`config.mk`:
```
export PLATFORM = sky130hd
export DESIGN_NAME = uart_blk_rx
export DESIGN_NICKNAME = d
export VERILOG_FILES = /design/src/rtl/uart_blk_pkg.sv /design/src/rtl/uart_blk_tick.sv /design/src/rtl/uart_blk_rx.sv
export SDC_FILE = /design/constraint.sdc
export NUM_CORES = 1
export LEC_CHECK = 0
export BUFFER_PORTS_ARGS = -buffer_cell sky130_fd_sc_hd__buf_2
export CORE_AREA = 2 2 165 167
export CTS_CLUSTER_DIAMETER = 40
export CTS_CLUSTER_SIZE = 40
export DETAILED_ROUTE_END_ITERATION = 10
export DIE_AREA = 0 0 167 169
export PLACE_DENSITY_LB_ADDON = 0.1
export SYNTH_ARGS = -nofsm -noshare
export SYNTH_HDL_FRONTEND = slang
export SYNTH_SLANG_ARGS = --single-unit
```
`constraint.sdc`:
```
create_clock -name clk -period 5.15 [get_ports clk]
set_clock_uncertainty 0.15 [all_clocks]
set_input_delay 0.515 -clock clk [delete_from_list [all_inputs] [get_ports clk]]
set_output_delay 0.515 -clock clk [all_outputs]
set_load 0.02 [all_outputs]
```
`src/rtl/uart_blk_pkg.sv`:
```
// Shared types and constants for the block-assembling UART receiver.
package uart_blk_pkg;

    typedef enum logic [1:0] {
        ST_IDLE  = 2'd0,
        ST_START = 2'd1,
        ST_DATA  = 2'd2,
        ST_STOP  = 2'd3
    } rx_state_t;

    localparam int unsigned OSR       = 16;
    localparam logic [3:0]  MID_TICK  = 4'd7;
    localparam logic [3:0]  LAST_TICK = 4'd15;

endpackage

```
`src/rtl/uart_blk_tick.sv`:
```
// Oversample tick generator: one-cycle tick every baud_divisor+1 clocks.
module uart_blk_tick (
    input  logic        clk,
    input  logic        rst,
    input  logic [15:0] baud_divisor,
    output logic        tick
);

    logic [15:0] div_cnt;

    // >= rather than == so a divisor lowered mid-count wraps immediately
    always_ff @(posedge clk) begin
        if (rst) begin
            div_cnt <= '0;
            tick    <= 1'b0;
        end else if (div_cnt >= baud_divisor) begin
            div_cnt <= '0;
            tick    <= 1'b1;
        end else begin
            div_cnt <= div_cnt + 16'd1;
            tick    <= 1'b0;
        end
    end

endmodule

```
`src/rtl/uart_blk_rx.sv`:
```
// UART receiver (8N1, 16x oversample) that assembles BLK_BYTES bytes into a block.
// Optional inter-byte timeout flush enabled by defining UART_BLK_RX_TIMEOUT_EN.
module uart_blk_rx
    import uart_blk_pkg::*;
#(
    parameter int unsigned BLK_BYTES = 16,
    parameter int unsigned TMO_BITS  = 32
) (
    input  logic                   clk,
    input  logic                   rst,
    input  logic [15:0]            baud_divisor,
    input  logic                   rx,
    output logic [8*BLK_BYTES-1:0] blk_data,
    output logic                   blk_valid,
    input  logic                   blk_ready,
    output logic                   frm_err,
    output logic                   ovr_err,
    output logic                   tmo_evt,
    output logic [1:0]             state
);

    localparam int unsigned IDX_W = (BLK_BYTES > 1) ? $clog2(BLK_BYTES) : 1;
    localparam logic [IDX_W-1:0] LAST_IDX = IDX_W'(BLK_BYTES - 1);

    logic                   rx_s1, rx_s2;
    logic                   tick;
    rx_state_t              st;
    logic [3:0]             tick_cnt;
    logic [2:0]             bit_idx;
    logic [7:0]             shreg;
    logic [IDX_W-1:0]       byte_idx;
    logic [8*BLK_BYTES-1:0] blk_buf;
    logic                   blk_done;

`ifdef UART_BLK_RX_TIMEOUT_EN
    localparam int unsigned TMO_TICKS = TMO_BITS * OSR;
    localparam int unsigned TMO_W     = $clog2(TMO_TICKS + 1);
    logic [TMO_W-1:0] tmo_cnt;
`else
    assign tmo_evt = 1'b0;
`endif

    assign state = st;

    always_ff @(posedge clk) begin
        if (rst) begin
            rx_s1 <= 1'b1;
            rx_s2 <= 1'b1;
        end else begin
            rx_s1 <= rx;
            rx_s2 <= rx_s1;
        end
    end

    uart_blk_tick u_tick (
        .clk          (clk),
        .rst          (rst),
        .baud_divisor (baud_divisor),
        .tick         (tick)
    );

    always_ff @(posedge clk) begin
        if (rst) begin
            st       <= ST_IDLE;
            tick_cnt <= '0;
            bit_idx  <= '0;
            shreg    <= '0;
            byte_idx <= '0;
            blk_buf  <= '0;
            blk_done <= 1'b0;
            frm_err  <= 1'b0;
`ifdef UART_BLK_RX_TIMEOUT_EN
            tmo_cnt  <= '0;
            tmo_evt  <= 1'b0;
`endif
        end else begin
            blk_done <= 1'b0;
            frm_err  <= 1'b0;
`ifdef UART_BLK_RX_TIMEOUT_EN
            tmo_evt  <= 1'b0;
`endif
            if (tick) begin
                unique case (st)
                    ST_IDLE: begin
                        if (!rx_s2) begin
                            st       <= ST_START;
                            tick_cnt <= '0;
`ifdef UART_BLK_RX_TIMEOUT_EN
                            tmo_cnt  <= '0;
                        end else if (byte_idx != '0) begin
                            if (tmo_cnt == TMO_W'(TMO_TICKS - 1)) begin
                                tmo_cnt  <= '0;
                                byte_idx <= '0;
                                tmo_evt  <= 1'b1;
                            end else begin
                                tmo_cnt <= tmo_cnt + TMO_W'(1);
                            end
`endif
                        end
                    end
                    ST_START: begin
                        if (tick_cnt == MID_TICK) begin
                            tick_cnt <= '0;
                            bit_idx  <= '0;
                            st       <= rx_s2 ? ST_IDLE : ST_DATA;
                        end else begin
                            tick_cnt <= tick_cnt + 4'd1;
                        end
                    end
                    ST_DATA: begin
                        if (tick_cnt == LAST_TICK) begin
                            tick_cnt <= '0;
                            shreg    <= {rx_s2, shreg[7:1]};
                            if (bit_idx == 3'd7) begin
                                st <= ST_STOP;
                            end else begin
                                bit_idx <= bit_idx + 3'd1;
                            end
                        end else begin
                            tick_cnt <= tick_cnt + 4'd1;
                        end
                    end
                    ST_STOP: begin
                        if (tick_cnt == LAST_TICK) begin
                            tick_cnt <= '0;
                            st       <= ST_IDLE;
                            if (rx_s2) begin
                                blk_buf[8*byte_idx +: 8] <= shreg;
                                if (byte_idx == LAST_IDX) begin
                                    byte_idx <= '0;
                                    blk_done <= 1'b1;
                                end else begin
                                    byte_idx <= byte_idx + IDX_W'(1);
                                end
                            end else begin
                                frm_err <= 1'b1;
                            end
                        end else begin
                            tick_cnt <= tick_cnt + 4'd1;
                        end
                    end
                endcase
            end
        end
    end

    // Completion beats a stalled consumer only when it is accepting this very cycle
    always_ff @(posedge clk) begin
        if (rst) begin
            blk_data  <= '0;
            blk_valid <= 1'b0;
            ovr_err   <= 1'b0;
        end else begin
            ovr_err <= 1'b0;
            if (blk_done) begin
                if (!blk_valid || blk_ready) begin
                    blk_data  <= blk_buf;
                    blk_valid <= 1'b1;
                end else begin
                    ovr_err <= 1'b1;
                end
            end else if (blk_valid && blk_ready) begin
                blk_valid <= 1'b0;
            end
        end
    end

endmodule

```
======== After elaboration in Yosys (flattened, before gate mapping) ========
Cells that the tools add are included.
storage, ports and cells
  register bits ........................... 300
  latch bits .............................. 0
  memory bits (writable) .................. 0
  bits in read-only memories .............. 0
  bits of input ports ..................... 20
  output and inout port bits .............. 134
  memories kept ........................... 0
operators by class
  $add $sub $neg .......................... 5
  multiply operators ...................... 0
  divide/modulo/power cells ............... 0
  order comparisons ....................... 1
  equal/unequal tests ..................... 14
  shifts and indexed selects .............. 2
  mux-type cells .......................... 24
  bitwise gates (word level) .............. 5
  reduce and logical (&&, ||, !) cells .... 18
operator list
  operator                    number
  $bwmux W128                 1
  $shift A8 B34 Y128 const A  1
  $shiftx A8 B34 Y128         1
  $neg A7 Y34                 1
  $add A16 B1 Y16 const B     1
  $ge A16 B16 Y1              1
  $mux W4                     4
  $mux W2                     6
  $ne A2 B2 Y1 const B        6
  $pmux W4 S3                 1
  $mux W3                     3
  $add A4 B1 Y4 const B       2
  $eq A4 B4 Y1 const B        2
  $pmux W2 S4                 1
  $mux W1                     7
  $pmux W3 S2                 1
  $reduce_and A2 Y1           3
  $reduce_and A6 Y1           1
  $reduce_or A2 Y1            3
  $not A1 Y1                  5
  $reduce_and A5 Y1           1
  $reduce_or A5 Y1            1
  $eq A2 B2 Y1 const B        2
  $eq A4 B3 Y1 const B        1
  other kinds (12)            13

======== Longest topological paths before layout ========
  word-level depth ........................ 4
  gate-level depth with buffers ........... 10

======== Cells and area by module ========
A second synthesis with hierarchy kept.
unflattened totals
  cell total of the unflattened synthesis .. 1454
  area total of the unflattened synthesis .. 12673.4 µm²
modules (own cells, without submodules)
  module         instances  cells each  area an instance (µm²)
  uart_blk_rx    1          1316        11516.0
  uart_blk_tick  1          138         1157.4

======== Worst setup path before layout ========
No wires, ideal clock.
  kind .................................... register to register
  start point ............................. reg byte_idx[0]
  end point ............................... reg blk_buf[14]
  library setup time ...................... 0.070 ns
  arrival time ............................ 2.383 ns
  data required time ...................... 4.930 ns
  setup slack ............................. 2.546 ns
  cell stages (with the launch flop) ...... 11
  period minus slack after synthesis ...... 2.604 ns
  cell sequence ........................... dfxtp_1 clkbuf_1 nor3_1 ha_1 clkbuf_2 nand2_1 nor4_4 nand2_2 buf_6 or3b_1 a21oi_1
between the ends
  longest elaborated chain between the ends .. 3
ends and longest elaborated chain
  what                                                       RTL line            source
  from (decl)                                                uart_blk_rx.sv:31   logic [IDX_W-1:0] byte_idx;
  from (signal assigned)                                     uart_blk_rx.sv:133  byte_idx <= byte_idx + IDX_W'(1);
  $neg A7 Y34 *                                              uart_blk_rx.sv:128  blk_buf[8*byte_idx +: 8] <= shreg;
  $shiftx A8 B34 Y128 or $shift A8 B34 Y128 (tied branches)  uart_blk_rx.sv:128
  $bwmux W128 *                                              uart_blk_rx.sv:128
  to (signal, indexed assignment)                            uart_blk_rx.sv:128
  to (decl)                                                  uart_blk_rx.sv:32   logic [8*BLK_BYTES-1:0] blk_buf;
Mark *: on every way between the ends. The rest lies on a longest branch, timed or not.
A chain may end at the register's enable or synchronous reset.

======== Worst setup path after layout ========
  start point ............................. reg byte_idx[0]
  end point ............................... reg blk_buf[34]
The elaborated chain is that of the path after synthesis.

==> flow_summary.ini <==
[critical_path]
rr_startpoint = byte_idx[0]$_SDFFE_PP0P_
rrSetupSlack_ns = 1.73
worstPathBufferInverterCount = 2
crit_path_cell_trace = inv_1 > ha_1 > nor3_1 > buf_4 > nor4bb_1 > nand2_1 > o21ai_0
critical_path.slowest_cell = sky130_fd_sc_hd__nor4bb_1
timing.critical_path.arrival_ns = 3.71
critical_path_required_ns = 5.44
worstRegToRegCells = 7
criticalPathCategory = flop to flop
worst_setup_path_start_kind = flop
critPathCaptureType = flop
critical_path.max_stage_delay_ns = 1.03
r2r_end = blk_buf[34]$_SDFFE_PP0P_
crit_path_max_fanout = 22
critical_path.top_delay_family = simple AND/OR/NAND/NOR gates

[clocking]
cts-buffers-inserted = 41
post-cts-setup-buffers = 0
post_cts_repair_resize_count = 0
cts.path.max_buffers = 3
clock_tree.root_cell = sky130_fd_sc_hd__clkbuf_16
clock-sinks = 300
tritoncts = done
post_cts_hold_buffer_count = 0
clk_latency_ns = 0.52
clk_transition_reported_paths_ns = 0.06
number_of_h_tree_levels = 2

[routing]
detailroute.via_count = 9466
post_drt_via_cell_ratio = 5.06
routed_wl_mm = 29.0
route.antenna.remaining_nets = 0
route.detailed.wl_per_inst_um = 15.5
detail_route.iter0.violations = 537
number_of_remaining_drc_errors = 0
dr.pass1.iters = 6

[power]
p_leak_uw = 0.00583
power_density_nw_per_um2 = 398
peakVddDrop_mv = 0.327

[grt]
initial_antenna_violation_count = 0
grt_max_degree = 137
gr-usage-all-layers_pct = 20.1
grt_overflow_total = 0
grt_pass1_vias = 8801
first_pass_grt_wire_length_mm = 46.7

[synth]
synth.cell_area_um2 = 11700
synthesis.instances = 1381
ys_warn_count = 0
synth_sequential_area_ratio_pct = 51.3
ff_latch_count_synth = 300
synth_cell_type_count = 51
synth_nets = 1427
post_synth.cell_area_avg_um2 = 8.47

[place]
detailed_place_hpwl_mm = 19.2
postPlaceCellArea_um2 = 12600
placer_s_final_routability_congestion_estimate = 0.832
port-buffer-count = 152

[floorplan]
row_count = 60
fp.coreArea_um2 = 26500
dieArea_um2 = 28200
dieHeight_um = 169
io_pins = 154
chipWidth_um = 167
initial_core_util_pct = 44.1

[layout]
area.growth.synth_to_final_pct = 21.3
antennaDiodeCount = 0
post_route_cells_drive_above_1_share_pct = 16.9
count_of_fill_cells_added_during_filler_insertion = 2521
num-nets-final = 1544
postLayoutCellArea_um2 = 14200

[sta]
max_slew.worst_pin.slew_ns = 1.21
setup-tns-final_ns = 0
hold_viol_final = 0
fmax_ghz = 0.292
finalMaxSlewViolations = 0
maxSlewHeadroom_pct = 18.0
worst_hold_slack_ns = 0.0340
period_minus_slack_ns = 3.42
period_share_pct = 66.4
rsz0062_at_grt = false
final-setup-viol-count = 0

[hold_path]
min_delay_worst_endpoint = rx_s1$_SDFF_PP1_
hold_path.startpoint = rx
holdCritPathClass = primary input to flop
worstHoldPathCells = 2

[run]
timing.max_cap.violations = 0

[outcome]
run_status = finished, final reports clean
-- logic make-up (layout without fill, tap and decap cells) --
logic type | Yosys count | in the layout | share of synthesized area [%]
AND/OR/NAND/NOR | 620 | 620 | 23.6
flip-flops | 300 | 300 | 51.3
AO/OA/AOI/OAI | 224 | 224 | 9.97
buffers and inverters | 109 | 259 | 3.78
multiplexers | 85 | 85 | 7.27
adder cells (fa/ha/maj) | 26 | 26 | 2.78
XOR/XNOR | 16 | 16 | 1.20
other | 1 | 1 | 0.0321
-- cell usage after synthesis, drive strengths merged --
cell / instances / area (um2)
conb: 1 / 3.75
nand3: 17 / 105
nor3b: 3 / 22.5
a311oi: 1 / 8.76
and3: 12 / 75.1
a21boi: 2 / 15.0
nor4bb: 1 / 10.0
buf: 15 / 87.6
xnor2: 8 / 70.1
nor3: 12 / 65.1
o211ai: 2 / 15.0
nand4: 11 / 81.3
or3: 2 / 12.5
ha: 26 / 325
a22o: 1 / 8.76
o2111ai: 1 / 8.76
or4: 1 / 7.51
nand2b: 6 / 37.5
dfxtp: 300 / 6010
xor2: 8 / 70.1
clkbuf: 70 / 264
a31oi: 1 / 6.26
inv: 24 / 90.1
mux2i: 85 / 851
o21ai: 17 / 85.1
and2: 29 / 181
o41ai: 1 / 8.76
or3b: 10 / 87.6
a41o: 1 / 10.0
nor4: 5 / 52.6
nand3b: 22 / 165
o32ai: 1 / 8.76
or2: 4 / 25.0
a211oi: 3 / 22.5
o21bai: 1 / 7.51
nand2: 366 / 1380
a21oi: 192 / 961
nor2b: 1 / 6.26
nor2: 118 / 450
-- area by class of cell --
cell class / instances / area (um2) / area share, %
timing repair buffer: 159 / 822 / 5.79
multi-input combinational: 972 / 5270 / 37.1
tap: 341 / 427 / 3.01
clock buffer: 47 / 1110 / 7.83
sequential: 300 / 6010 / 42.3
inverter: 24 / 90.1 / 0.635
clock inverter: 29 / 469 / 3.31
-- stage by stage --
step / total power, uW / setup WS [ns] / util, % / cells
finish: 5650 / 1.73 / 53.5 / 1872
global route: 5820 / 1.33 / 53.5 / 1872
CTS: 5710 / 1.76 / 53.5 / 1872
detailed placement: 2500 / 1.82 / 47.6 / 1796
global placement: 2500 / 1.90 / 47.6 / 1796
floorplan: 2470 / 2.55 / - / 1381
-- worst max path at each step --
stage	start	endpoint	cells after the start
finish	byte_idx[0]$_SDFFE_PP0P_	blk_buf[34]$_SDFFE_PP0P_	7
global route	byte_idx[0]$_SDFFE_PP0P_	blk_buf[38]$_SDFFE_PP0P_	7
CTS	byte_idx[0]$_SDFFE_PP0P_	blk_buf[39]$_SDFFE_PP0P_	7
detailed placement	byte_idx[0]$_SDFFE_PP0P_	blk_buf[39]$_SDFFE_PP0P_	7
global placement	byte_idx[0]$_SDFFE_PP0P_	blk_buf[39]$_SDFFE_PP0P_	7
floorplan	byte_idx[0]$_SDFFE_PP0P_	blk_buf[14]$_SDFFE_PP0P_	10
-- flip-flops by register name, summed over array words and instances (netlist names), 3 cells and up, named ones only --
| signal | cells |
|---|---|
| shreg | 8 |
| bit_idx | 3 |
| u_tick.div_cnt | 16 |
| byte_idx | 4 |
| blk_data | 128 |
| tick_cnt | 4 |
| blk_buf | 128 |
-- metal layers --
layer  global-route usage, %  vias to the layer above  wire length, um
met5                       0                        -                0
met4                    5.70                        0              548
met3                    3.39                       41             1330
met2                    33.6                      196            13900
met1                    26.9                     4407            13300
li1                        -                     4822                -
-- worst register-to-register path, cell delays in order, from the launching register on --
cell                       delay, ns
sky130_fd_sc_hd__dfxtp_1        0.65
sky130_fd_sc_hd__inv_1          0.18
sky130_fd_sc_hd__ha_1           0.55
sky130_fd_sc_hd__nor3_1         0.29
sky130_fd_sc_hd__buf_4          0.21
sky130_fd_sc_hd__nor4bb_1       1.03
sky130_fd_sc_hd__nand2_1        0.11
sky130_fd_sc_hd__o21ai_0        0.17
-- report_power, final --
part           total [uW]  internal (uW)  switching (uW)
Sequential           2350           2330            15.1
Combinational        97.5           34.0            63.5
Clock                3200           2120            1080
-- cells in the final DEF, fill, tap and decap left out, types with 3 or more instances in the layout --
master,instances
sky130_fd_sc_hd__and3_1,12
sky130_fd_sc_hd__or2_2,4
sky130_fd_sc_hd__xnor2_1,8
sky130_fd_sc_hd__nand2b_1,6
sky130_fd_sc_hd__ha_1,26
sky130_fd_sc_hd__o21ai_0,17
sky130_fd_sc_hd__bufinv_16,11
sky130_fd_sc_hd__and2_1,28
sky130_fd_sc_hd__or3b_1,3
sky130_fd_sc_hd__nand3_1,13
sky130_fd_sc_hd__inv_1,24
sky130_fd_sc_hd__nand2_1,363
sky130_fd_sc_hd__buf_4,7
sky130_fd_sc_hd__clkbuf_8,3
sky130_fd_sc_hd__clkinv_4,4
sky130_fd_sc_hd__nor3b_1,3
sky130_fd_sc_hd__dfxtp_1,300
sky130_fd_sc_hd__nor2_1,117
sky130_fd_sc_hd__a21oi_1,192
sky130_fd_sc_hd__mux2i_1,85
sky130_fd_sc_hd__inv_6,4
sky130_fd_sc_hd__nand3b_1,22
sky130_fd_sc_hd__nand3_2,4
sky130_fd_sc_hd__nand4_1,9
sky130_fd_sc_hd__clkinv_2,4
sky130_fd_sc_hd__buf_2,151
sky130_fd_sc_hd__xor2_1,8
sky130_fd_sc_hd__a211oi_1,3
sky130_fd_sc_hd__clkbuf_16,43
sky130_fd_sc_hd__nor3_1,10
sky130_fd_sc_hd__or3b_2,7
sky130_fd_sc_hd__nor4_1,3
sky130_fd_sc_hd__clkinvlp_4,5
Power figures use the tool's default switching activity.
